File: src/rtl/piso_tx.sv
// ---------------------------------------------------------------------------
// piso_tx : parallel-in / serial-out transmitter with a one-word skid buffer.
//
// A word offered on data_in/data_valid is captured into a holding register
// whenever that register is empty (data_ready). The shifter pulls from the
// holding register at frame start, so a second word can wait while the first
// is being serialised and the two frames run back to back with no idle gap.
// Bits leave MSB first on a registered output; an optional even-parity bit
// follows the data bits.
//
// Parameters
//   SIZE       data word width in bits (SIZE >= 2)
//   PARITY_EN  1 = append one even-parity bit to every frame
//
// Ports
//   clk         rising-edge clock
//   reset       asynchronous, active-low reset
//   enable      shift advance qualifier (frame FSM holds while low)
//   data_in     parallel word to transmit
//   data_valid  data_in is valid
//   data_ready  holding register is empty and can accept a word
//   out         registered serial bit stream, MSB first
//   done        one-cycle pulse on the edge that completes a frame
//   busy        a frame is in progress
// ---------------------------------------------------------------------------
module piso_tx #(
    parameter int SIZE      = 8,
    parameter bit PARITY_EN = 1'b0
) (
    input  logic            clk,
    input  logic            reset,
    input  logic            enable,
    input  logic [SIZE-1:0] data_in,
    input  logic            data_valid,
    output logic            data_ready,
    output logic            out,
    output logic            done,
    output logic            busy
);

    localparam int CNT_W = (SIZE > 2) ? $clog2(SIZE) : 1;
    localparam logic [CNT_W-1:0] LAST_BIT = CNT_W'(SIZE - 1);

    typedef enum logic [1:0] {
        IDLE   = 2'd0,
        SHIFT  = 2'd1,
        PARITY = 2'd2
    } state_t;

    state_t            state_r;
    logic [SIZE-1:0]   hold_reg_r;
    logic              hold_full_r;
    logic [SIZE-1:0]   shift_reg_r;
    logic [CNT_W-1:0]  bit_count_r;
    logic              parity_r;

    logic              accept_s;
    logic              frame_end_s;
    logic              load_s;

    // Even parity: the parity bit makes the total count of ones even.
    function automatic logic even_parity(input logic [SIZE-1:0] word);
        even_parity = ^word;
    endfunction

    // Ready depends only on the holding register, never on data_valid or enable.
    assign data_ready = ~hold_full_r;

    // Per-edge decisions: capture a new word, finish a frame, start a frame.
    always_comb begin
        accept_s    = 1'b0;
        frame_end_s = 1'b0;
        load_s      = 1'b0;

        accept_s = data_valid & ~hold_full_r;

        if (enable) begin
            case (state_r)
                SHIFT: begin
                    if ((bit_count_r == LAST_BIT) && (PARITY_EN == 1'b0)) begin
                        frame_end_s = 1'b1;
                    end else begin
                        frame_end_s = 1'b0;
                    end
                end
                PARITY:  frame_end_s = 1'b1;
                IDLE:    frame_end_s = 1'b0;
                default: frame_end_s = 1'b0;
            endcase
        end else begin
            frame_end_s = 1'b0;
        end

        // A load happens from idle, or chained onto a frame end so the next
        // frame follows without a gap. It needs a full holding register, so it
        // can never coincide with an acceptance.
        if (enable && hold_full_r && ((state_r == IDLE) || frame_end_s)) begin
            load_s = 1'b1;
        end else begin
            load_s = 1'b0;
        end
    end

    // Frame FSM, holding register, shifter and registered outputs.
    always_ff @(posedge clk or negedge reset) begin
        if (!reset) begin
            state_r     <= IDLE;
            hold_reg_r  <= {SIZE{1'b0}};
            hold_full_r <= 1'b0;
            shift_reg_r <= {SIZE{1'b0}};
            bit_count_r <= {CNT_W{1'b0}};
            parity_r    <= 1'b0;
            out         <= 1'b0;
            done        <= 1'b0;
            busy        <= 1'b0;
        end else begin
            done <= frame_end_s;

            if (load_s) begin
                hold_full_r <= 1'b0;
            end else if (accept_s) begin
                hold_reg_r  <= data_in;
                hold_full_r <= 1'b1;
            end

            if (load_s) begin
                // The MSB goes straight to out; the shifter keeps the rest.
                out         <= hold_reg_r[SIZE-1];
                shift_reg_r <= hold_reg_r << 1;
                bit_count_r <= {CNT_W{1'b0}};
                parity_r    <= even_parity(hold_reg_r);
                busy        <= 1'b1;
                state_r     <= SHIFT;
            end else if (frame_end_s) begin
                out     <= 1'b0;
                busy    <= 1'b0;
                state_r <= IDLE;
            end else if (enable && (state_r == SHIFT)) begin
                // Reaching the last data bit here implies parity is enabled.
                if (bit_count_r == LAST_BIT) begin
                    out     <= parity_r;
                    state_r <= PARITY;
                end else begin
                    out         <= shift_reg_r[SIZE-1];
                    shift_reg_r <= shift_reg_r << 1;
                    bit_count_r <= bit_count_r + CNT_W'(1);
                end
            end
        end
    end

endmodule

File: config.mk
export PLATFORM = sky130hd
export DESIGN_NAME = piso_tx
export DESIGN_NICKNAME = d
export VERILOG_FILES = /design/src/rtl/piso_tx.sv
export SDC_FILE = /design/constraint.sdc
export NUM_CORES = 1
export LEC_CHECK = 0
export BUFFER_PORTS_ARGS = -buffer_cell sky130_fd_sc_hd__buf_2
export CAP_MARGIN = 0
export CORE_MARGIN = 10
export CORE_UTILIZATION = 55
export DETAILED_ROUTE_END_ITERATION = 16
export PLACE_DENSITY = 0.76
export SYNTH_ARGS = -nofsm -noshare
export SYNTH_HDL_FRONTEND = slang
export SYNTH_SLANG_ARGS = --single-unit
File: constraint.sdc
create_clock -name clk -period 5.6 [get_ports clk]
set_input_delay 0.56 -clock clk [delete_from_list [all_inputs] [get_ports clk]]
set_output_delay 0.56 -clock clk [all_outputs]
set_load 0.01 [all_outputs]
; After elaboration in Yosys (flattened, before gate mapping)
; Cells that the tools add are included.
; Widths: inputs -> output; s select.
[classes]
n_reduce_logical = 14
n_bitwise = 3
mul = 0
n_eq_ne = 5
div = 0
shifts = 0
n_addsub = 1
n_mux = 24
order_cmp = 0
[op_table]
columns = cell, count
row1 = $mux 8, 4
row2 = $mux 3, 4
row3 = $mux 1, 11
row4 = $mux 2, 4
row5 = $reduce_xor 8->1, 1
row6 = $reduce_bool 2->1, 3
row7 = $reduce_bool 3->1, 2
row8 = $reduce_and 2->1, 2
row9 = $add 3x1->3 const B, 1
row10 = $eq 3x3->1 const B, 1
row11 = $logic_and 1x1->1, 3
row12 = $reduce_and 3->1, 1
row13 = $eq 2x1->1 const B, 1
row14 = $eq 2x2->1 const B, 1
row15 = $logic_not 2->1, 1
row16 = $ne 2x1->1 const B, 1
row17 = $ne 2x2->1 const B, 1
row18 = $not 1->1, 2
row19 = $pmux 1 s2, 1
row20 = $and 1x1->1, 1
row21 = $logic_or 1x1->1, 1
[word_totals]
rom_bits = 0
elab_cells = 56
input_bits = 12
mem_count = 0
out_inout_bits = 4
latch_bits = 0
mem_bits_rw = 0
register_bits = 26

; Depth between registers and ports, before layout
; Gate-level depths: netlist of the first run.
[depth]
depth_word = 9
ltp_mapped = 6
mapped_depth_nobuf = 6

; Least setup slack after synthesis of the first run
; OpenSTA, ideal clock, no wires.
[synth_timing]
path_type = register to register
startpoint = reg bit_count_r[0]
endpoint = reg shift_reg_r[2]
n_path_buf = 0
slack_ns = 3.767
required_time_ns = 5.475
setup_ns = 0.125
t_arrival_ns = 1.708
synth_period_minus_slack_ns = 1.833
path_stages_with_launch = 7
path_cell_list = dfrtp_1 ha_1 ha_1 a21oi_2 nor2_4 o211ai_4 mux2_4
[synth_between]
elab_chain_cells = 9
elab_cells_between_ends = 12
[synth_lines]
columns = item, line_no
row1 = "start, declared", 54  ; logic [CNT_W-1:0] bit_count_r;
row2 = "start signal, assigned", 111  ; bit_count_r <= {CNT_W{1'b0}};
row3 = "start signal, assigned", 130  ; bit_count_r <= {CNT_W{1'b0}};
row4 = "start signal, assigned", 146  ; bit_count_r <= bit_count_r + CNT_W'(1);
row5 = $eq 3x3->1 (*), 80  ; if ((bit_count_r == LAST_BIT) && (PARITY_EN == 1'b0)) begin
row6 = $mux 1 (*), 80
row7 = $pmux 1 s2 (*), 78  ; case (state_r)
row8 = $mux 1 (*), 77  ; if (enable) begin
row9 = named net frame_end_s, 58  ; logic frame_end_s;
row10 = $logic_or 1x1->1, 97  ; if (enable && hold_full_r && ((state_r == IDLE) || frame_end_s)) begin
row11 = $logic_and 1x1->1, 97
row12 = $mux 1, 97
row13 = "$ne 2x2->1 (no line), or another cell as far along", n/a
row14 = $reduce_and 3->1 (no line), n/a
row15 = "end signal, assigned", 110  ; shift_reg_r <= {SIZE{1'b0}};
row16 = "end signal, assigned", 129  ; shift_reg_r <= hold_reg_r << 1;
row17 = "end signal, assigned", 145  ; shift_reg_r <= shift_reg_r << 1;
row18 = "end, declared", 53  ; logic [SIZE-1:0] shift_reg_r;
; Mark *: on every way through the listed nets, which the timed path passes. The rest lies on a longest branch.
; A chain may end at the register's enable or synchronous reset.

; Final worst setup path of the first run
[layout_timing]
startpoint = reg bit_count_r[0]
endpoint = reg shift_reg_r[3]
; Same word-level chain as after synthesis.

==> results of run 1 <==
## power groups by stage
stage          logic (mW)  clock network [mW]  registers [mW]
2_1_floorplan       0.305                   0           0.312
3_3_place_gp        0.352                   0           0.322
3_5_place_dp        0.361                   0           0.327
4_1_cts             0.363              0.0850           0.322
5_1_grt             0.397              0.0938           0.335
6_report            0.356              0.0807           0.321
## layer usage
metal	part of all wire, %	global-route usage, %
met4	1.8	5.28
met3	3.5	3.31
met1	46	11.7
met2	49	16.7
met5	0	0
## sequential cells by signal, indices dropped and copies added, names as in the netlist
name	cells
hold_reg_r	8
shift_reg_r	7
bit_count_r	3
state_r	2
busy	1
done	1
hold_full_r	1
out	1
parity_r	1
## logic make-up after synthesis
group | synth area share [%]
compound gates | 7.77
xor+xnor | 5.58
fa+ha+maj | 4.98
buf+inv | 2.79
flops | 49.8
mux | 22.9
simple gates | 6.18
## worst max-delay path by stage
| stage | depth (start not counted) | to | startpoint | slack (ns) |
|---|---|---|---|---|
| after floorplan | 6 | shift_reg_r[2]$_DFFE_PN0P_ | bit_count_r[0]$_DFFE_PN0P_ | 3.77 |
| after detailed placement | 6 | shift_reg_r[3]$_DFFE_PN0P_ | bit_count_r[0]$_DFFE_PN0P_ | 3.65 |
| after CTS | 6 | shift_reg_r[3]$_DFFE_PN0P_ | bit_count_r[0]$_DFFE_PN0P_ | 3.64 |
| after global routing | 6 | shift_reg_r[3]$_DFFE_PN0P_ | bit_count_r[0]$_DFFE_PN0P_ | 3.52 |
| final | 6 | shift_reg_r[3]$_DFFE_PN0P_ | bit_count_r[0]$_DFFE_PN0P_ | 3.65 |
| after global placement | 6 | shift_reg_r[2]$_DFFE_PN0P_ | bit_count_r[0]$_DFFE_PN0P_ | 3.70 |
## per-stage QoR
step,setup WS [ns],utilization (%),instances,power (mW),area (um2)
global placement,3.70,61.5,135,0.674,1350
CTS,3.64,62.7,139,0.770,1370
floorplan,3.77,-,94,0.616,1260
finish,3.65,62.7,139,0.758,1370
detailed placement,3.65,61.5,135,0.689,1350
global route,3.52,62.7,139,0.827,1370
## critical path: cells and delay by family (launching register included)
| family | cells | cell delay [ns] |
|---|---|---|
| flops | 1 | 0.42 |
| compound gates | 2 | 0.58 |
| mux | 1 | 0.34 |
| fa+ha+maj | 2 | 0.44 |
| simple gates | 1 | 0.07 |
## area by class of cell
type,instances,area share (%)
sequential,25,45.5
multi-input combinational,63,43.4
timing repair buffer,15,5.46
tap,28,2.55
clock buffer,3,1.64
inverter,4,1.09
clock inverter,1,0.364
## placed cells by master (no fill, tap or decap), types with 3 or more instances in the layout
| master | n |
|---|---|
| mux2i_1 | 4 |
| clkbuf_4 | 3 |
| mux2_1 | 6 |
| mux2_2 | 8 |
| dfrtp_1 | 25 |
| nor2_1 | 5 |
| xnor2_1 | 6 |
| o21ai_0 | 3 |
| mux2_4 | 6 |
| ha_1 | 5 |
| inv_1 | 4 |
| buf_2 | 15 |
| nand2_1 | 5 |
==> results.cfg, run 1 <==
[outcome]
status = completed

[synthesis]
synth_common_cells = 25 x dfrtp_1, 8 x mux2_2, 6 x mux2_1, 6 x mux2_4, 6 x xnor2_1
synth_cells = 94
synthFlopType = dfrtp_1
synthTopCellsByArea = dfrtp_1 50%, mux2_2 7.2%, mux2_4 7.2%, mux2_1 5.4%, ha_1 5.0%
syn_area_per_cell_um2 = 13.4
yosys_warnings = 0
synth_area_leader_cell = dfrtp_1
yosysMostFrequentCell = dfrtp_1
synth_top_area_share_pct = 49.8
async_flop_share_pct = 100
synthDistinctLibCells = 25
synth_edf_count = 0
synth_nets = 111
synth_seq_cells = 25
synth_seq_area_share_pct = 49.8
synth_area_um2 = 1260

[placement]
port_buffers = 15
hpwl_um = 1550
place_congestion = 0.783

[detailed_routing]
wire_per_inst_um = 14.2
antenna_left = 0
drt-initial-drc-count = 12
firstDrtPassIters = 3
drc = 0
via_per_inst = 5.09
wl_um = 1980
via_count = 708

[final_layout]
drive_gt1_share_pct = 34.2
regArea_um2 = 626
multi_input_area_um2 = 596
fillers = 185
areaGrowthSynthToFinish_pct = 9.36
num_antenna_cells = 0
nets = 129

[min_path]
hold_class = in -> async

[critical_path]
critPathMaxStageDelay_ns = 0.42
critical_path.cell_chain = ha_1 > ha_1 > a21oi_2 > nor2_4 > o211ai_4 > mux2_4
worst_r2r_path_depth = 6
path_common_cell = ha_1
r2r_start = bit_count_r[0]$_DFFE_PN0P_
crit_arrival_ns = 2.17
r2r_slack_ns = 3.65
endpoint_kind = flip-flop
cp.required_ns = 5.82
rr_endpoint = shift_reg_r[3]$_DFFE_PN0P_
critical_path_class = reg -> reg
crit_fanout = 9
critPathLaunchType = flip-flop
cp_slowest_cell = dfrtp_1

[clocking]
ctsLongestPathBuffers = 2
cts.sinks = 25
clock_latency_ns = 0.32
cts_hold_buf = 0
post_cts_buffers = 0
htreeDepth = 1
clkTransAtPathRegs_ns = 0.13
cts_resized = 0
cts_buffers = 3
root_buffer = clkbuf_4
cts_tree = built

[sta]
tightest_slew_ns = 0.709
hold_viol = 0
setup-violations-final = 0
maxSlewHeadroom_pct = 52.7
period_needed_ns = 1.95
hold_ws_ns = 0.190
skew_ns = 0.00335
report.final.slew_viol_count = 0
finalCritPeriodShare_pct = 34.8
max_freq_ghz = 0.513
setup_tns_ns = 0
rsz0062_at_grt = no

[power]
p_sw_mw = 0.266
clkPwrFrac_pct = 10.6
comb_power_share_pct = 47.0
vdd_ir_drop_max_mv = 0.322
power_density_nw_per_um2 = 552
p_leak_nw = 0.677
p_int_mw = 0.492
pwr-share-seq_pct = 42.4
switching_share_pct = 35.0

[die]
die_area_um2 = 4600
fp.dieH_um = 67.8
initial_core_util_pct = 57.3
die_w_um = 67.8
design.portCount = 16
rows = 17
core_um2 = 2190

[global_routing]
grt_pass1_vias = 813
grt_usage_pct = 10.2
grt-ovfl-total = 0
grt_pass1_wl_um = 3560
grt_max_degree = 26
antenna_found_initial = 0

[flow_run]
maxCapViolCount = 0
Note: power is estimated with default switching activity, not from simulation.
==> inputs of run 2 (changes only) <==
--- a/config.mk
+++ b/config.mk
@@ -8,9 +8,9 @@
 export BUFFER_PORTS_ARGS = -buffer_cell sky130_fd_sc_hd__buf_2
 export CAP_MARGIN = 0
 export CORE_MARGIN = 10
-export CORE_UTILIZATION = 55
+export CORE_UTILIZATION = 50
 export DETAILED_ROUTE_END_ITERATION = 16
-export PLACE_DENSITY = 0.76
+export PLACE_DENSITY = 0.73
 export SYNTH_ARGS = -nofsm -noshare
 export SYNTH_HDL_FRONTEND = slang
 export SYNTH_SLANG_ARGS = --single-unit
==> constraint.sdc (replaced) <==
create_clock -name clk -period 1.6 [get_ports clk]
set_input_delay 0.16 -clock clk [delete_from_list [all_inputs] [get_ports clk]]
set_output_delay 0.16 -clock clk [all_outputs]
set_load 0.01 [all_outputs]
==> results.cfg, run 2 (synthesis gave the netlist of run 1 again) <==
[min_path]
hold_depth = 3
hold_class = in -> reg
hp-start = data_in[0]

[clocking]
htreeDepth = 1
root_buffer = clkbuf_4
cts.sinks = 25
cts_buffers = 3
ctsLongestPathBuffers = 2
clkTransAtPathRegs_ns = 0.13
cts_tree = built
clock_latency_ns = 0.30

[outcome]
violations = setup timing
status = complete, but fails checks

[power]
clkPwrFrac_pct = 8.5
comb_power_share_pct = 56.2
power_density_nw_per_um2 = 1990
switching_share_pct = 35.1
pwr-share-seq_pct = 35.4
vdd_ir_drop_max_mv = 1.15
finalPower_mw = 3.20
p_leak_nw = 0.759
p_sw_mw = 1.12
p_int_mw = 2.08

[detailed_routing]
wl_um = 2430
via_per_inst = 5.24
via_count = 823
drt-initial-drc-count = 23
wire_per_inst_um = 15.5
antenna_left = 0
drc = 0
firstDrtPassIters = 4

[final_layout]
final_cell_mix = 25 x dfrtp_1, 15 x buf_2, 12 x buf_4, 8 x mux2_4, 8 x mux2_2
reg.largest.list = hold_reg_r: 8 flops, shift_reg_r: 7 flops, bit_count_r: 3 flops
areaGrowthSynthToFinish_pct = 28.0
largest_reg_flops = 8
postLayoutCoreUtil_pct = 66.1
layout_commonest_cell = dfrtp_1
top_register = hold_reg_r
num_antenna_cells = 0
nets = 145
drive_gt1_share_pct = 53.5

[critical_path]
crit_arrival_ns = 1.97
worst_r2r_path_depth = 7
critical_path_class = reg -> reg
endpoint_kind = flip-flop
critPathLaunchType = flip-flop
crit_fanout = 9
r2r_start = bit_count_r[1]$_DFFE_PN0P_
setup.worst_path.start = bit_count_r[1]$_DFFE_PN0P_
cp.required_ns = 1.80

[sta]
rsz0062_at_grt = yes
skew_ns = 0.00685
layout_setup_ws_ns = -0.175
hold_viol = 0
max_freq_ghz = 0.563
tightest_slew_ns = 0.549
report.final.slew_viol_count = 0
period_needed_ns = 1.78
maxSlewHeadroom_pct = 63.4
setup-violations-final = 11
finalCritPeriodShare_pct = 111

[placement]
dp_slack_ns = -0.237
hpwl_um = 1820
port_buffers = 15
place_congestion = 0.742

[flow_run]
maxCapViolCount = 0

[global_routing]
grt_pass1_vias = 934
grt-ovfl-total = 0
grt_usage_pct = 10.5
grt_max_degree = 26
grt_pass1_wl_um = 4460
antenna_found_initial = 0

[die]
design.portCount = 16
die_w_um = 70.1
initial_core_util_pct = 51.6
core_um2 = 2430
die_area_um2 = 4920
fp.dieH_um = 70.1
rows = 18
==> run 2: cell count changes in the layout (fill, tap and decap cells not counted), sizes merged <==
cell and delta:
clkbuf +1, clkinv -1, dlygate4sd3 +1, buf +15
==> run 2: routing by layer <==
layer	track usage [%]	share of wire, %	up-vias
li1	-	-	389
met1	13.8	45	413
met2	17.3	49	19
met3	2.54	5.3	2
met4	1.75	0.33	0
met5	0	0	-
==> run 2: critical path, stage by stage, from the launching register on <==
cell      delay [ns]
dfrtp_1         0.41
ha_2            0.20
ha_4            0.18
a21oi_4         0.15
nor2_4          0.07
o211ai_4        0.20
buf_12          0.16
mux2_4          0.30
==> run 2: what timing repair did <==
action / CTS / global route
hold buffers: 1 / 0
setup buffers: 4 / 1
endpoints found under the hold margin: 25 / 0
pin swaps: 5 / 2
cloned: 0 / 0
setup endpoints to repair: 14 / 16
gates resized for setup: 13 / 5
==> run 2: power groups by stage <==
stage | clock network [mW] | registers [mW] | logic, mW
floorplan | 0 | 1.10 | 1.11
global placement | 0 | 1.12 | 1.43
detailed placement | 0 | 1.14 | 1.51
CTS | 0.283 | 1.13 | 1.74
global route | 0.314 | 1.17 | 1.99
finish | 0.271 | 1.13 | 1.80
==> run 2: through the flow <==
step | cell area (um2) | TNS (ns) | hold slack [ns] | cells
2_1_floorplan | 1290 | -0.821 | -0.136 | 94
3_3_place_gp | 1470 | -0.952 | 0.177 | 147
3_5_place_dp | 1470 | -1.67 | 0.181 | 147
4_1_cts | 1580 | -1.42 | 0.0543 | 156
5_1_grt | 1610 | -2.28 | 0.0630 | 157
6_report | 1610 | -1.39 | 0.0561 | 157
==> run 2: cell type report <==
class                   instances  area, um2
clock buffers                   4       26.3
repair buffers                 31        218
inverters                       4       15.0
fillers                       192        825
multi-input cells              63        686
well taps                      30       37.5
flip-flops and latches         25        626
==> run 2: path summary, 6_finish.rpt <==
| kind | end | slack, ns |
|---|---|---|
| setup / recovery | shift_reg_r[2]$_DFFE_PN0P_ | -0.18 |
| hold / removal | hold_reg_r[0]$_DFFE_PN0P_ | 0.06 |
| setup reg to reg | shift_reg_r[2]$_DFFE_PN0P_ | -0.18 |
| hold reg to reg | busy$_DFFE_PN0P_ | 0.53 |
| max in group asynchronous | hold_reg_r[7]$_DFFE_PN0P_ | 0.88 |
| min in group asynchronous | busy$_DFFE_PN0P_ | 0.35 |
